[config.mk]
export PLATFORM = sky130hd
export DESIGN_NAME = instruction_fetch
export DESIGN_NICKNAME = d
export VERILOG_FILES = /design/src/rtl/fetch_pkg.sv /design/src/rtl/fetch_ifid_reg.sv /design/src/rtl/instruction_fetch.sv
export SDC_FILE = /design/constraint.sdc
export NUM_CORES = 1
export LEC_CHECK = 0
export BUFFER_PORTS_ARGS = -buffer_cell sky130_fd_sc_hd__buf_2
export CAP_MARGIN = 20
export CORE_UTILIZATION = 50
export CTS_BUF_LIST = sky130_fd_sc_hd__clkbuf_4 sky130_fd_sc_hd__clkbuf_8
export CTS_CLUSTER_DIAMETER = 60
export DETAILED_ROUTE_END_ITERATION = 10
export PLACE_DENSITY = 0.88
export SYNTH_ARGS = -nofsm -noshare
export SYNTH_HDL_FRONTEND = slang
export SYNTH_SLANG_ARGS = --single-unit
[constraint.sdc]
create_clock -name clk -period 4.36 [get_ports clk]
set_input_delay 0 -clock clk [delete_from_list [all_inputs] [get_ports clk]]
set_output_delay 0 -clock clk [all_outputs]
set_load 0.01 [all_outputs]
[src/rtl/fetch_pkg.sv]
// rtl/fetch_pkg.sv - shared types and constants for the instruction fetch stage
package fetch_pkg;

    localparam int INSTR_WIDTH = 32;
    localparam logic [INSTR_WIDTH-1:0] NOP_INSTR = '0;

    typedef enum logic [1:0] {
        BOOT,
        RUN,
        HALTED,
        FAULT
    } fetch_state_t;

endpackage

[src/rtl/fetch_ifid_reg.sv]
// rtl/fetch_ifid_reg.sv - IF/ID pipeline register with load, hold and flush
module fetch_ifid_reg
    import fetch_pkg::*;
#(
    parameter int ADDR_WIDTH = 32
) (
    input  logic                   clk,
    input  logic                   reset,
    input  logic                   load,
    input  logic                   flush,
    input  logic [INSTR_WIDTH-1:0] load_instr,
    input  logic [ADDR_WIDTH-1:0]  load_pc,
    input  logic [ADDR_WIDTH-1:0]  load_pc_plus4,
    output logic [INSTR_WIDTH-1:0] ifid_instr,
    output logic [ADDR_WIDTH-1:0]  ifid_pc,
    output logic [ADDR_WIDTH-1:0]  ifid_pc_plus4,
    output logic                   ifid_valid
);

    // Flush outranks load; with neither asserted the register holds (stall).
    // A flush only clears instr/valid: the pc fields are meaningless while invalid.
    always_ff @(posedge clk or posedge reset) begin
        if (reset) begin
            ifid_instr    <= NOP_INSTR;
            ifid_pc       <= '0;
            ifid_pc_plus4 <= '0;
            ifid_valid    <= 1'b0;
        end else if (flush) begin
            ifid_instr    <= NOP_INSTR;
            ifid_valid    <= 1'b0;
        end else if (load) begin
            ifid_instr    <= load_instr;
            ifid_pc       <= load_pc;
            ifid_pc_plus4 <= load_pc_plus4;
            ifid_valid    <= 1'b1;
        end
    end

endmodule

[src/rtl/instruction_fetch.sv]
// rtl/instruction_fetch.sv - program counter, fetch FSM and IF/ID capture
module instruction_fetch
    import fetch_pkg::*;
#(
    parameter int                      ADDR_WIDTH = 32,
    parameter logic [ADDR_WIDTH-1:0]   RESET_PC   = '0,
    parameter int unsigned             MEM_BYTES  = 2**26,
    parameter logic [INSTR_WIDTH-1:0]  HALT_INSTR = 32'hFFFF_FFFF
) (
    input  logic                   clk,
    input  logic                   reset,
    output logic [ADDR_WIDTH-1:0]  imem_addr,
    input  logic [INSTR_WIDTH-1:0] imem_data,
    input  logic                   stall,
    input  logic                   redirect_valid,
    input  logic [ADDR_WIDTH-1:0]  redirect_pc,
    output logic [INSTR_WIDTH-1:0] ifid_instr,
    output logic [ADDR_WIDTH-1:0]  ifid_pc,
    output logic [ADDR_WIDTH-1:0]  ifid_pc_plus4,
    output logic                   ifid_valid,
    output logic                   halted,
    output logic                   fault
);

    // Highest address from which a full word can still be fetched.
    localparam logic [ADDR_WIDTH-1:0] MAX_PC = ADDR_WIDTH'(MEM_BYTES - 4);

    fetch_state_t          state_q, state_d;
    logic [ADDR_WIDTH-1:0] pc_q, pc_d;
    logic [ADDR_WIDTH-1:0] pc_plus4;
    logic                  redirect_ok;
    logic                  ifid_load;
    logic                  ifid_flush;

    assign imem_addr   = pc_q;
    assign pc_plus4    = pc_q + ADDR_WIDTH'(4);
    assign redirect_ok = (redirect_pc[1:0] == 2'b00) && (redirect_pc <= MAX_PC);
    assign halted      = (state_q == HALTED);
    assign fault       = (state_q == FAULT);

    // State and pc registers.
    always_ff @(posedge clk or posedge reset) begin
        if (reset) begin
            state_q <= BOOT;
            pc_q    <= RESET_PC;
        end else begin
            state_q <= state_d;
            pc_q    <= pc_d;
        end
    end

    // Next state, next pc and IF/ID control. Redirect comes from an older
    // instruction, so it beats both stall and whatever word is being fetched.
    always_comb begin
        state_d    = state_q;
        pc_d       = pc_q;
        ifid_load  = 1'b0;
        ifid_flush = 1'b0;
        unique case (state_q)
            BOOT: begin
                state_d = RUN;
            end
            RUN: begin
                if (redirect_valid) begin
                    ifid_flush = 1'b1;
                    if (redirect_ok) pc_d = redirect_pc;
                    else             state_d = FAULT;
                end else if (!stall) begin
                    if (pc_q > MAX_PC) begin
                        ifid_flush = 1'b1;
                        state_d    = FAULT;
                    end else begin
                        ifid_load = 1'b1;
                        if (imem_data == HALT_INSTR) state_d = HALTED;
                        else                         pc_d    = pc_plus4;
                    end
                end
            end
            HALTED: begin
                if (redirect_valid) begin
                    ifid_flush = 1'b1;
                    if (redirect_ok) begin
                        pc_d    = redirect_pc;
                        state_d = RUN;
                    end else begin
                        state_d = FAULT;
                    end
                end else if (!stall) begin
                    ifid_flush = 1'b1;
                end
            end
            FAULT: begin
                ifid_flush = 1'b1;
            end
            default: begin
                state_d    = FAULT;
                ifid_flush = 1'b1;
            end
        endcase
    end

    fetch_ifid_reg #(
        .ADDR_WIDTH (ADDR_WIDTH)
    ) u_ifid (
        .clk           (clk),
        .reset         (reset),
        .load          (ifid_load),
        .flush         (ifid_flush),
        .load_instr    (imem_data),
        .load_pc       (pc_q),
        .load_pc_plus4 (pc_plus4),
        .ifid_instr    (ifid_instr),
        .ifid_pc       (ifid_pc),
        .ifid_pc_plus4 (ifid_pc_plus4),
        .ifid_valid    (ifid_valid)
    );

endmodule

* Word-level counts from Yosys, hierarchy flattened
Index checks and enable logic that the tools add are counted.
** Word-level totals
- Register bits :: 131
- Input port bits :: 68
- Output and inout port bits :: 131
- Word-level logic and storage cells :: 58
** Operators by class
- Add/sub/neg operators :: 1
- Magnitude comparators :: 2
- Equality and inequality tests :: 10
- Muxes and demuxes :: 29
- Bitwise operators :: 1
- Reductions and logical operators :: 9
** Operators with widths (number)
- $mux 32 :: 8
- $pmux 32 s2 :: 1
- $add 32x3->32 const B :: 1
- $eq 32x32->1 const B :: 1
- $gt 32x26->1 const B :: 1
- $le 32x26->1 const B :: 1
- $mux 2 :: 7
- $ne 3x3->1 const B :: 4
- $mux 1 :: 11
- $reduce_and 5->1 :: 2
- $pmux 2 s3 :: 1
- $eq 2x2->1 const B :: 2
- $logic_not 2->1 :: 2
- $ne 4x4->1 const B :: 1
- $reduce_bool 2->1 :: 2
- $pmux 1 s3 :: 1
- $reduce_bool 3->1 :: 1
- $eq 2x1->1 const B :: 1
- $ne 2x2->1 const B :: 1
- $reduce_and 2->1 :: 1
- $logic_and 1x1->1 :: 1
- $not 1->1 :: 1

* Longest topological paths before layout
- Depth in word-level cells :: 7
- Gate-level depth with buffers :: 11
- Gate-level depth less buffers :: 8

* Cells and area by module
A second synthesis with hierarchy kept.
** Unflattened totals
- Cell total of the unflattened synthesis :: 564
- Area, all modules :: 6782.8 µm²
** By module, submodules not included
- fetch_ifid_reg :: times used 1, cells an instance 244, area an instance 4016.4 µm², sequential area each 2427.3 µm²
- instruction_fetch :: times used 1, cells an instance 320, area an instance 2766.4 µm², sequential area each 850.8 µm²

* Least setup slack after synthesis
Ideal clock, no wire load.
- Path kind :: register -> register
- Start point :: reg pc_q[28] (netlist: imem_addr[28])
- End point :: reg u_ifid.ifid_pc[2]
- Setup time :: 0.128 ns
- Arrival :: 2.224 ns
- Data required time :: 4.232 ns
- Setup slack :: 2.008 ns
- Stages on the path, launching flop included :: 8
- Path buffers :: 2
- Period minus slack after synthesis :: 2.352 ns
- Path through :: dfrtp_1 > or4_1 > nor3_2 > o2111ai_4 > a21oi_2 > buf_4 > buf_6 > mux2_1
** On the way
- Word-level cells in the longest chain between the ends :: 7
- Elaborated cells on any way between the ends :: 11
- Those cells by class :: order compare (1); mux (8); bitwise (1); reduce/logical (1)
** Ends and longest elaborated chain
- start, declared :: RTL line instruction_fetch.sv:29 : logic [ADDR_WIDTH-1:0] pc_q, pc_d;
- start signal, assigned :: RTL line instruction_fetch.sv:48 : pc_q <= pc_d;
- $gt 32x26->1 (*) :: RTL line instruction_fetch.sv:69 : if (pc_q > MAX_PC) begin
- $mux 1 :: RTL line instruction_fetch.sv:69
- $mux 1 :: RTL line instruction_fetch.sv:68 : end else if (!stall) begin
- $mux 1 :: RTL line instruction_fetch.sv:64 : if (redirect_valid) begin
- $pmux 1 s3 :: RTL line instruction_fetch.sv:59 : unique case (state_q)
- $not 1->1 (no line)
- $reduce_and 2->1 (no line) (*)
- end signal, assigned :: RTL line fetch_ifid_reg.sv:33 : ifid_pc <= load_pc;
- end, declared :: RTL line fetch_ifid_reg.sv:15 : output logic [ADDR_WIDTH-1:0] ifid_pc,
Mark *: on every way between the ends. The rest lies on a longest branch, timed or not.
A chain may end at the register's enable or synchronous reset.

* Final worst setup path
- Start point :: reg pc_q[2] (netlist: imem_addr[2])
- End point :: reg pc_q[4] (netlist: imem_addr[4])
** On the way
- Word-level cells in the longest chain between the ends :: 6
- Elaborated cells on any way between the ends :: 9
- Those cells by class :: add/sub (1); order compare (1); eq/ne (1); mux (5); reduce/logical (1)
** Ends and longest elaborated chain
- $add 32x3->32 :: RTL line instruction_fetch.sv:36 : assign pc_plus4 = pc_q + ADDR_WIDTH'(4);
- $mux 32 :: RTL line instruction_fetch.sv:74 : if (imem_data == HALT_INSTR) state_d = HALTED;
- $mux 32 :: RTL line instruction_fetch.sv:69
- $mux 32 :: RTL line instruction_fetch.sv:68
- $mux 32 :: RTL line instruction_fetch.sv:64
- $pmux 32 s2 :: RTL line instruction_fetch.sv:59
Parallel ways exist; a longest one is shown, timed or not. The select of a mux whose other input is x is not followed.

==> results_dict.tcl <==
set metrics [dict create \
    outcome "finished clean" \
    slew_violations 0 \
    leakage_nw 4.431 \
    grt-ovfl-total 0 \
    r2r-start "imem_addr[2]$_DFFE_PP0P_" \
    final_common_cell "buf_2" \
    die_h_um 114.2 \
    path_class "reg -> reg" \
    synthCells 613 \
    worstPathCellList "ha_1 > and2_1 > nand4_1 > o21a_4 > a311o_1 > nand2_1 > o311ai_0" \
    relSlewSlack 0.3250 \
    clockRootBuffer "clkbuf_8" \
    routedWlPerCell_um 18.29 \
    cts_inserted_buffers 17 \
    hold_class "in -> reg" \
    nNetsFinal 923 \
    grt_max_degree 85 \
    grt_setup_unrepaired "false" \
    cts_tree "done" \
    finalSetupViolCount 0 \
    dpl_worst_slack_ps 1162 \
    drt_iter0_drc 612 \
    dr.pass1.iters 6 \
    required_ps 4670 \
    worstReg2RegEnd "imem_addr[4]$_DFFE_PP0P_" \
    max-vdd-ir-drop_v 0.0002607 \
    cts-resized-gates 0 \
    ys_seq_elements 129 \
    tightest_slew_ps 1012 \
    core_sq_um 12160 \
    power_density_nw_per_um2 488.2 \
    reg2regPathDepth 7 \
    start_util 0.5174 \
    synth_top_cell_by_area "dfrtp_1" \
    drcViolationCount 0 \
    diodes 0 \
    synth_area_sq_um 6292 \
    crit_family "compound AO/OA/AOI/OAI gates" \
    grt_use_total 0.2983 \
    layoutNonFillerInstCount 1030 \
    vias 5968 \
    die-area_sq_um 13040 \
    cts.sinks 129 \
    avgSynthCellArea_sq_um 10.26 \
    crit_arrival_ps 3640 \
    start_kind "flip-flop" \
    end_kind "flip-flop" \
    cp_max_fo 23 \
    grt_pass1_vias 5823 \
    via_per_inst 5.794 \
    period_share 0.7641 \
    synth_top_area_frac 0.5130 \
    dp_hpwl_mm 12.17 \
    grt_pass1_wl_mm 29.81 \
    rrSetupSlack_ps 1030 \
    area_growth_pct 33.51 \
    final-hold-violation-count 0 \
    final.min_clock_period_ps 3331 \
    crit_buf_inv 0 \
    synth.area.top_cells "dfrtp_1 (51%), mux2i_1 (5.2%), mux2_2 (5.0%)" \
    dp.cells 942 \
    synth.distinct_cells 57 \
    synth_nets 686 \
    portBuffers 198 \
    skew_ps 11.38 \
    tns_ps 0 \
    htree_levels 4 \
    critPathSlowestCell "a311o_1" \
    async_reset_ff_frac 1.000 \
    hold_path_depth 4 \
    row_count 40 \
    path_clk_slew_ps 80 \
    finalWirelength_mm 18.84 \
    synth-edff-count 0 \
    drtAntennaViolNets 0 \
    drive_gt1_frac 0.3202 \
    ys.flop_type "dfrtp_1" \
    hold_buffers 57 \
    maxCapViolCount 0 \
    dieWidth_um 114.2 \
    yosysWarnings 0 \
    io_pins 199 \
    mostFrequentLayoutCells "buf_2 (198), dfrtp_1 (129), nor2_1 (84), dlygate4sd3_1 (57), a21oi_1 (49)" \
    hold_start "redirect_valid" \
    p_total_mw 4.101 \
    clock_latency_ps 440 \
    cts.path.max_buffers 2 \
    timing.final.ws_setup_ps 1029 \
    hold_end "imem_addr[16]$_DFFE_PP0P_" \
    seq_area_frac_synth 0.5130 \
    antenna_found_initial 0 \
    post_cts_buffers 0 \
    place_congestion 0.8902 \
    slowest_delay_ps 840 \
    fmax_ghz 0.3002 \
]
## flip-flops by register name, summed over array words and instances (netlist names)
signal                count
imem_addr                32
u_ifid.ifid_instr        32
u_ifid.ifid_pc_plus4     32
u_ifid.ifid_pc           30
state_q                   2
u_ifid.ifid_valid         1
## per-stage QoR
stage / hold WS [ps] / area, sq um / util
final: 123.6 / 8401 / 0.6907
after CTS: 91.41 / 8401 / 0.6907
after global routing: 142.8 / 8401 / 0.6907
after floorplan: 132.5 / 6292 / -
after global placement: 181.0 / 7350 / 0.6043
after detailed placement: 191.4 / 7350 / 0.6043
## power breakdown
group / internal [mW] / total, mW / leakage, nW / switching [mW]
clock network: 0.754 / 1.24 / 0.239 / 0.487
logic: 0.469 / 1.28 / 2.46 / 0.810
registers: 1.38 / 1.58 / 1.73 / 0.206
total: 2.60 / 4.10 / 4.43 / 1.50
## per-layer routing
| metal | wire length (um) | track usage | vias up |
|---|---|---|---|
| met4 | 487 | 0.1126 | 0 |
| met3 | 1963 | 0.09158 | 56 |
| met1 | 7561 | 0.3750 | 2872 |
| met5 | 0 | 0 | - |
| li1 | - | - | 2666 |
| met2 | 8825 | 0.4848 | 374 |
## final cells by class
| class | count | area [sq um] |
|---|---|---|
| flip-flops and latches | 129 | 3228 |
| clock buffers | 18 | 247.7 |
| fillers | 896 | 3761 |
| well taps | 168 | 210.2 |
| multi-input cells | 423 | 2786 |
| repair buffers | 262 | 1627 |
| inverters | 17 | 68.82 |
| clock inverters | 13 | 232.7 |
## cell usage after synthesis, drive strengths merged, types with 15 or more instances
cell type    n
a21oi       50
a31oi       15
buf         24
clkbuf      20
dfrtp      129
inv         17
mux2        30
mux2i       33
nand2       27
nand3       18
nand4       19
nor2        85
o21ai       15
xnor2       18
## how the worst max path moves through the flow
stage	start	endpoint	cells after the start
after global routing	imem_addr[28]$_DFFE_PP0P_	imem_addr[4]$_DFFE_PP0P_	6
after detailed placement	imem_addr[2]$_DFFE_PP0P_	imem_addr[4]$_DFFE_PP0P_	7
after CTS	imem_addr[28]$_DFFE_PP0P_	imem_addr[4]$_DFFE_PP0P_	6
after floorplan	reset	imem_addr[0]$_DFFE_PP0P_	1
final	imem_addr[2]$_DFFE_PP0P_	imem_addr[4]$_DFFE_PP0P_	7
after global placement	imem_addr[2]$_DFFE_PP0P_	imem_addr[4]$_DFFE_PP0P_	7
## kinds of logic after synthesis
logic type | synth area share
and+or+nand+nor | 0.1565
adders and majority gates | 0.009942
xor gates and xnor gates | 0.03062
AOI/OAI and AO/OA | 0.1384
DFF | 0.5130
buffers and inverters | 0.04533
muxes | 0.1062
## worst min-delay path, stage by stage
cell and delay, ps:
buf_2 180, a311oi_4 90, nor2_1 110, o22a_1 140
No activity file was read; power rests on OpenSTA's default activity.
